--- src/rtl/calc_pkg.sv ---
// rtl/calc_pkg.sv - shared calculator datapath types and constants
package calc_pkg;

    // Default operand width, shared by the multiplier and the divider.
    localparam int CALC_WIDTH = 8;

    // Multiplier sequencing states.
    typedef enum logic [1:0] {
        IDLE = 2'd0,
        BUSY = 2'd1,
        DONE = 2'd2
    } mult_state_t;

endpackage

--- src/rtl/mult_control.sv ---
// rtl/mult_control.sv - start/done sequencer for the shift-add multiplier
//
// Ports:
//   Clock, Reset_n : clock and asynchronous active-low reset
//   Start          : level request, honoured only in IDLE
//   last           : datapath counter is on its final step
//   load           : capture operands this cycle (IDLE and Start)
//   step           : perform one add/shift step this cycle
//   Busy, Done     : registered status flags, never high together
module mult_control
    import calc_pkg::*;
(
    input  logic Clock,
    input  logic Reset_n,
    input  logic Start,
    input  logic last,
    output logic load,
    output logic step,
    output logic Busy,
    output logic Done
);

    mult_state_t state;

    always_ff @(posedge Clock or negedge Reset_n) begin
        if (!Reset_n) begin
            state <= IDLE;
            Busy  <= 1'b0;
            Done  <= 1'b0;
        end else begin
            case (state)
                IDLE: begin
                    if (Start) begin
                        state <= BUSY;
                        Busy  <= 1'b1;
                    end
                end
                BUSY: begin
                    if (last) begin
                        state <= DONE;
                        Busy  <= 1'b0;
                        Done  <= 1'b1;
                    end
                end
                DONE: begin
                    // Start must drop before another run can be accepted.
                    if (!Start) begin
                        state <= IDLE;
                        Done  <= 1'b0;
                    end
                end
                default: begin
                    state <= IDLE;
                    Busy  <= 1'b0;
                    Done  <= 1'b0;
                end
            endcase
        end
    end

    assign load = (state == IDLE) && Start;
    assign step = (state == BUSY);

endmodule

--- src/rtl/unsigned_multiplier.sv ---
// rtl/unsigned_multiplier.sv - sequential shift-add unsigned multiplier, one bit per clock
//
// Ports:
//   Clock, Reset_n : clock and asynchronous active-low reset
//   Multiplicand   : operand M, sampled when a start is accepted
//   Multiplier     : operand Q, sampled when a start is accepted
//   Start          : level request, accepted only when idle
//   Product        : {A, Q}, final while Done=1 and held until the next start
//   Busy, Done     : status flags
module unsigned_multiplier
    import calc_pkg::*;
#(
    parameter int WIDTH = CALC_WIDTH
) (
    input  logic               Clock,
    input  logic               Reset_n,
    input  logic [WIDTH-1:0]   Multiplicand,
    input  logic [WIDTH-1:0]   Multiplier,
    input  logic               Start,
    output logic [2*WIDTH-1:0] Product,
    output logic               Busy,
    output logic               Done
);

    localparam int CW = $clog2(WIDTH);
    localparam logic [CW-1:0] CNT_LAST = CW'(WIDTH - 1);

    logic [WIDTH-1:0] acc;
    logic [WIDTH-1:0] q_reg;
    logic [WIDTH-1:0] m_reg;
    logic [CW-1:0]    cnt;
    logic [WIDTH:0]   sum;
    logic             load;
    logic             step;
    logic             last;

    assign last = (cnt == CNT_LAST);

    mult_control u_control (
        .Clock   (Clock),
        .Reset_n (Reset_n),
        .Start   (Start),
        .last    (last),
        .load    (load),
        .step    (step),
        .Busy    (Busy),
        .Done    (Done)
    );

    // One extra bit keeps the carry; it becomes A's MSB after the shift.
    assign sum = q_reg[0] ? ({1'b0, acc} + {1'b0, m_reg}) : {1'b0, acc};

    always_ff @(posedge Clock or negedge Reset_n) begin
        if (!Reset_n) begin
            acc   <= '0;
            q_reg <= '0;
            m_reg <= '0;
            cnt   <= '0;
        end else if (load) begin
            acc   <= '0;
            q_reg <= Multiplier;
            m_reg <= Multiplicand;
            cnt   <= '0;
        end else if (step) begin
            // {sum, Q} shifted right by one: the consumed multiplier bit drops out.
            {acc, q_reg} <= {sum, q_reg[WIDTH-1:1]};
            cnt          <= cnt + CW'(1);
        end
    end

    assign Product = {acc, q_reg};

endmodule

--- config.mk ---
export PLATFORM = sky130hd
export DESIGN_NAME = unsigned_multiplier
export DESIGN_NICKNAME = d
export VERILOG_FILES = /design/src/rtl/calc_pkg.sv /design/src/rtl/mult_control.sv /design/src/rtl/unsigned_multiplier.sv
export SDC_FILE = /design/constraint.sdc
export NUM_CORES = 1
export LEC_CHECK = 0
export CAP_MARGIN = 40
export CORE_UTILIZATION = 49
export CTS_BUF_LIST = sky130_fd_sc_hd__clkbuf_16
export CTS_CLUSTER_DIAMETER = 50
export DETAILED_ROUTE_END_ITERATION = 8
export PLACE_DENSITY = 0.82
export SLEW_MARGIN = 10
export SYNTH_ARGS = -nofsm -noshare
export SYNTH_HDL_FRONTEND = slang
export SYNTH_SLANG_ARGS = --single-unit
--- constraint.sdc ---
create_clock -name Clock -period 2.4 [get_ports Clock]
set_input_delay 0.48 -clock Clock [delete_from_list [all_inputs] [get_ports Clock]]
set_output_delay 0.48 -clock Clock [all_outputs]
set_load 0.05 [all_outputs]
==> flow_summary.yaml, run 1 <==
status:
  outcome: "finished clean"
floorplanning:
  io_pins: 37
  rows: 20
  die_area_um2: 3560
  die_x_um: 59.7
  coreArea_um2: 3100
  die_y_um: 59.7
  initial_utilization_pct: 52.5
finish:
  syn_to_final_growth_pct: 35.7
  antenna_cells: 0
  layout-drive-gt1-share_pct: 11.4
  finalNetCount: 231
  fin_cells: 246
  fillCellCount: 250
drt:
  routedWlPerCell_um: 15.3
  drt-initial-drc-count: 31
  via_per_inst: 5.77
  drc: 0
  ant_nets: 0
  wirelength_um: 3770
  vias: 1419
  dr.pass1.iters: 4
power_and_ir_drop:
  worst_ir_drop_vdd_v: 0.000941
  powerDensity_nw_per_um2: 1540
  p_leak_uw: 0.000945
critical_path:
  worstSetupPathType: "reg -> out"
  reg2regPathDepth: 8
  worst-path-buf-inv: 1
  crit_family: "buffers and inverters"
  cp.arrival_ps: 1510
  worst_ep_required_time_ps: 1920
  slowest_delay_ps: 830
  regToRegEndpoint: "acc[5]"
  slowest_stage: "clkdlybuf4s50_1"
  cp-end-kind: "output pin"
  r2r_setup_slack_ps: 500
  reg2reg_from: "acc[0]"
  cp-start-kind: "flip-flop"
  path_max_fanout: 4
  path_cells: "clkdlybuf4s50_1"
sta:
  max_slew.worst_pin.slew_ps: 601
  fmax_mhz: 502
  slew_headroom_pct: 59.7
  setup_viol: 0
  drv_slew: 0
  hold_viol_final: 0
  fin_crit_ps: 1990
  period_share_pct: 82.9
  clock_skew_ps: 2.33
  setup_tns_ps: 0
  rsz0062_at_grt: "false"
global_route:
  antenna_found_initial: 0
  grt_max_degree: 32
  grt_pass1_wl_um: 6230
  grt_use_total_pct: 23.7
  grt-ovfl-total: 0
  first_global_vias: 1408
clock_tree:
  ctsHtreeMaxLevel: 2
  holdBufCountCts: 0
  cts_sinks: 31
  clock-root-buffer: "clkbuf_16"
  cts_buffers: 5
  cts_tree: "done"
  clkTransAtPathRegs_ps: 50
  postCtsSetupRepairBufs: 0
  cts_resized: 0
  clock_latency_ps: 270
  cts_buffer_depth: 2
placed_design:
  dp.cells: 238
  gp_congestion: 0.824
  numPortBuffers: 36
  dp_hpwl_um: 2670
synth:
  avgSynthCellArea_um2: 10.1
  ys_seq_area_share_pct: 47.6
  syn-num-nets: 191
  ys_types: 34
  ys_warn_count: 0
  synth_area_leaders: "dfrtp_1, ha_1, mux2_2, o21ai_0, nand2_1"
  syn_area_um2: 1630
  syn_inst: 161
  netlist.area_leader.share_pct: 47.6
  synth_seq_cells: 31
  yosysTopAreaCell: "dfrtp_1"
min_path:
  hold_path.class: "reg -> reg"
  whs_path_depth: 1
  holdPathEnd: "cnt[0]"
  min-delay-start: "cnt[0]"
job:
  cap_violations: 0
-- cell type report --
type | instances | area (um2) | area share [%]
sequential | 31 | 776 | 35.1
clock inverter | 3 | 38.8 | 1.75
multi-input combinational | 117 | 800 | 36.2
clock buffer | 5 | 125 | 5.66
timing repair buffer | 41 | 398 | 18.0
inverter | 5 | 18.8 | 0.849
tap | 44 | 55.1 | 2.49
-- how the worst max path moves through the flow --
stage / start / to / slack, ps / cells after the start
floorplan: acc[0] / acc[5] / 370 / 8
global placement: Start / m_reg[0] / 230 / 4
detailed placement: Start / m_reg[0] / 190 / 4
CTS: acc[3] / Product[11] / 400 / 1
global route: Start / m_reg[6] / 350 / 4
finish: acc[3] / Product[11] / 410 / 1
-- routing by layer --
metal	global-route usage (%)	routed length [um]	vias to the layer above
li1	-	-	670
met1	29.6	1700	688
met2	37.6	1810	54
met3	7.14	234	7
met4	10.3	34	0
met5	3.17	0	-
-- power breakdown --
| group | switching [uW] | internal [uW] |
|---|---|---|
| registers | 210 | 753 |
| logic | 1050 | 704 |
| clock network | 216 | 483 |
| total | 1470 | 1940 |
-- Yosys cell counts, drive strengths merged --
cell / instances
a21oi: 7
nand4: 2
ha: 10
mux2: 8
and2: 1
o22ai: 2
a22o: 2
o21a: 1
clkbuf: 4
a32oi: 5
nand2: 22
a21o: 2
o21ai: 18
nand3: 5
xnor2: 1
a31oi: 2
nor2b: 5
o31ai: 2
or3: 2
o21bai: 1
dfrtp: 31
buf: 4
clkinv: 1
nor3: 1
or4: 2
a31o: 1
nand4b: 1
nor2: 5
a22oi: 8
inv: 4
fa: 1
-- placed cells by master (no fill, tap or decap), types with 2 or more instances in the layout --
cell,synthesis,routed
a22oi_1,8,8
nand3_1,5,5
or3_1,2,2
clkdlybuf4s50_1,0,36
o21ai_0,17,17
a22o_1,2,2
clkbuf_16,0,5
buf_4,0,5
clkinv_1,1,2
a21oi_1,7,7
or4_1,2,2
o22ai_1,2,2
inv_1,4,4
nor2_1,5,5
mux2_2,8,8
ha_1,10,10
dfrtp_1,31,31
a32oi_1,5,5
nor2b_1,4,4
a31oi_1,2,2
nand2_1,22,22
a21o_1,2,2
nand4_1,2,2
-- logic make-up after synthesis --
kind of cell	synth area share (%)
AOI/OAI and AO/OA	20.3
and+or+nand+nor	13.8
muxes	5.53
DFF	47.6
buffers and inverters	3.30
xor gates and xnor gates	0.538
adders and majority gates	8.91
-- stage by stage --
step           total power (uW)  worst slack [ps]  util (%)  hold slack (ps)  instance area [um2]
2_1_floorplan              2180               371         -              184                 1630
3_3_place_gp               2630               231      65.7              486                 2040
3_5_place_dp               2700               191      66.0              501                 2050
4_1_cts                    3420               399      71.3              505                 2210
5_1_grt                    3630               354      71.3              526                 2210
6_report                   3410               409      71.3              503                 2210
Power figures use the tool's default switching activity.
==> inputs of run 2 (changes only) <==
- clock period: 2.4 -> 1.9 ns (I/O delays scaled with it)
==> run 2 against run 1 <==
  * First-iteration DRC count is 130% higher
  * Largest cell class unchanged
  * Die area did not move
  * Sequential power grew 24%
  * Non-clock buffer count grew 3
  * Critical path type unchanged
  * Clock power increased by 4.9%
  * Critical endpoint is now Product[5]
==> flow_summary.yaml, run 2 (same netlist as run 1, synthesis figures left out) <==
drt:
  drt-initial-drc-count: 72
  via_per_inst: 5.78
  ant_nets: 0
  wirelength_um: 4050
  drc: 0
  vias: 1440
  dr.pass1.iters: 4
  routedWlPerCell_um: 16.3
global_route:
  grt-ovfl-total: 0
  first_global_vias: 1479
  grt_pass1_wl_um: 6530
  antenna_found_initial: 0
  grt_max_degree: 32
  grt_use_total_pct: 25.2
min_path:
  min-delay-start: "u_control.Busy"
  whs_path_depth: 2
  holdPathEnd: "u_control.Busy"
  hold_path.class: "reg -> reg"
finish:
  layout-drive-gt1-share_pct: 23.4
  multi_input_area_um2: 817
  seqCellArea_um2: 779
  antenna_cells: 0
  fillCellCount: 249
  finalNetCount: 234
  final_common_cell: "dfrtp_1"
  syn_to_final_growth_pct: 36.6
  final_cell_mix: "dfrtp_1, nand2_1, buf_4, clkdlybuf4s50_1, o21ai_0"
sta:
  max_slew.worst_pin.slew_ps: 494
  layout_setup_ws_ps: 56.2
  fmax_mhz: 542
  setup_viol: 0
  rsz0062_at_grt: "false"
  clock_skew_ps: 3.32
  fin_crit_ps: 1840
  drv_slew: 0
  period_share_pct: 97.0
  setup_tns_ps: 0
  hold_viol_final: 0
  slew_headroom_pct: 67.0
placed_design:
  dp_hpwl_um: 2800
  numPortBuffers: 36
  gp_congestion: 0.878
  pre_cts_slack_ps: 26.6
critical_path:
  slowest_delay_ps: 810
  worstSetupPathType: "reg -> out"
  slowest_stage: "clkdlybuf4s50_1"
  path_max_fanout: 3
  worst-path-buf-inv: 1
  cp-start-kind: "flip-flop"
  reg2regPathDepth: 8
  cp.arrival_ps: 1460
  crit_family: "buffers and inverters"
  r2r_setup_slack_ps: 120
  regToRegEndpoint: "acc[5]"
  reg2reg_from: "acc[0]"
  path_cells: "clkdlybuf4s50_1"
  worst_ep_required_time_ps: 1520
  cp-end-kind: "output pin"
floorplanning:
  rows: 20
  die_area_um2: 3560
  initial_utilization_pct: 52.5
  io_pins: 37
  die_y_um: 59.7
  coreArea_um2: 3100
  die_x_um: 59.7
clock_tree:
  cts_sinks: 31
  holdBufCountCts: 0
  ctsHtreeMaxLevel: 2
  clkTransAtPathRegs_ps: 50
  cts_tree: "done"
  clock-root-buffer: "clkbuf_16"
  clock_latency_ps: 270
  cts_buffers: 5
  cts_buffer_depth: 2
job:
  cap_violations: 0
power_and_ir_drop:
  p_leak_uw: 0.000982
  total_power_uw: 4320
  worst_ir_drop_vdd_v: 0.000967
  powerDensity_nw_per_um2: 1940
status:
  outcome: "finished clean"
## run 2: layout make-up
class	instances	share of cell area (%)
Timing Repair Buffer	44	18.8
Sequential cell	31	35.0
Multi-Input combinational cell	117	36.7
Clock buffer	5	5.62
Tap cell	44	2.47
Inverter	5	0.843
Clock inverter	3	0.562
## run 2: worst max path at each step
stage                  start    endpoint  cells past startpoint
detailed placement    acc[0]      acc[5]                      8
CTS                   acc[0]      acc[5]                      8
global placement       Start    m_reg[0]                      5
global route        q_reg[5]  Product[5]                      1
floorplan             acc[4]      acc[6]                      5
finish              q_reg[5]  Product[5]                      1
## run 2: timing repair
item / CTS / global route
gates resized for setup: 0 / 5
buffers inserted: 0 / 0
endpoints found under the setup margin: 0 / 2
## run 2: metrics by stage
step	cells	instance area (um2)	util, %	hold slack [ps]
2_1_floorplan	161	1630	-	84.4
3_3_place_gp	241	2070	66.7	489
3_5_place_dp	241	2070	66.7	502
4_1_cts	249	2210	71.2	510
5_1_grt	249	2230	71.7	537
6_report	249	2230	71.7	504
## run 2: power by group
part           internal (uW)  total (uW)  switching [uW]
combinational            951        2400            1450
clock                    471         733             261
sequential               958        1190             234
## run 2: layer usage
layer | GRT usage (%) | wire, um
met2 | 44.4 | 2160
met1 | 28.2 | 1640
met5 | 0 | 0
met4 | 8.64 | 55
met3 | 8.66 | 185
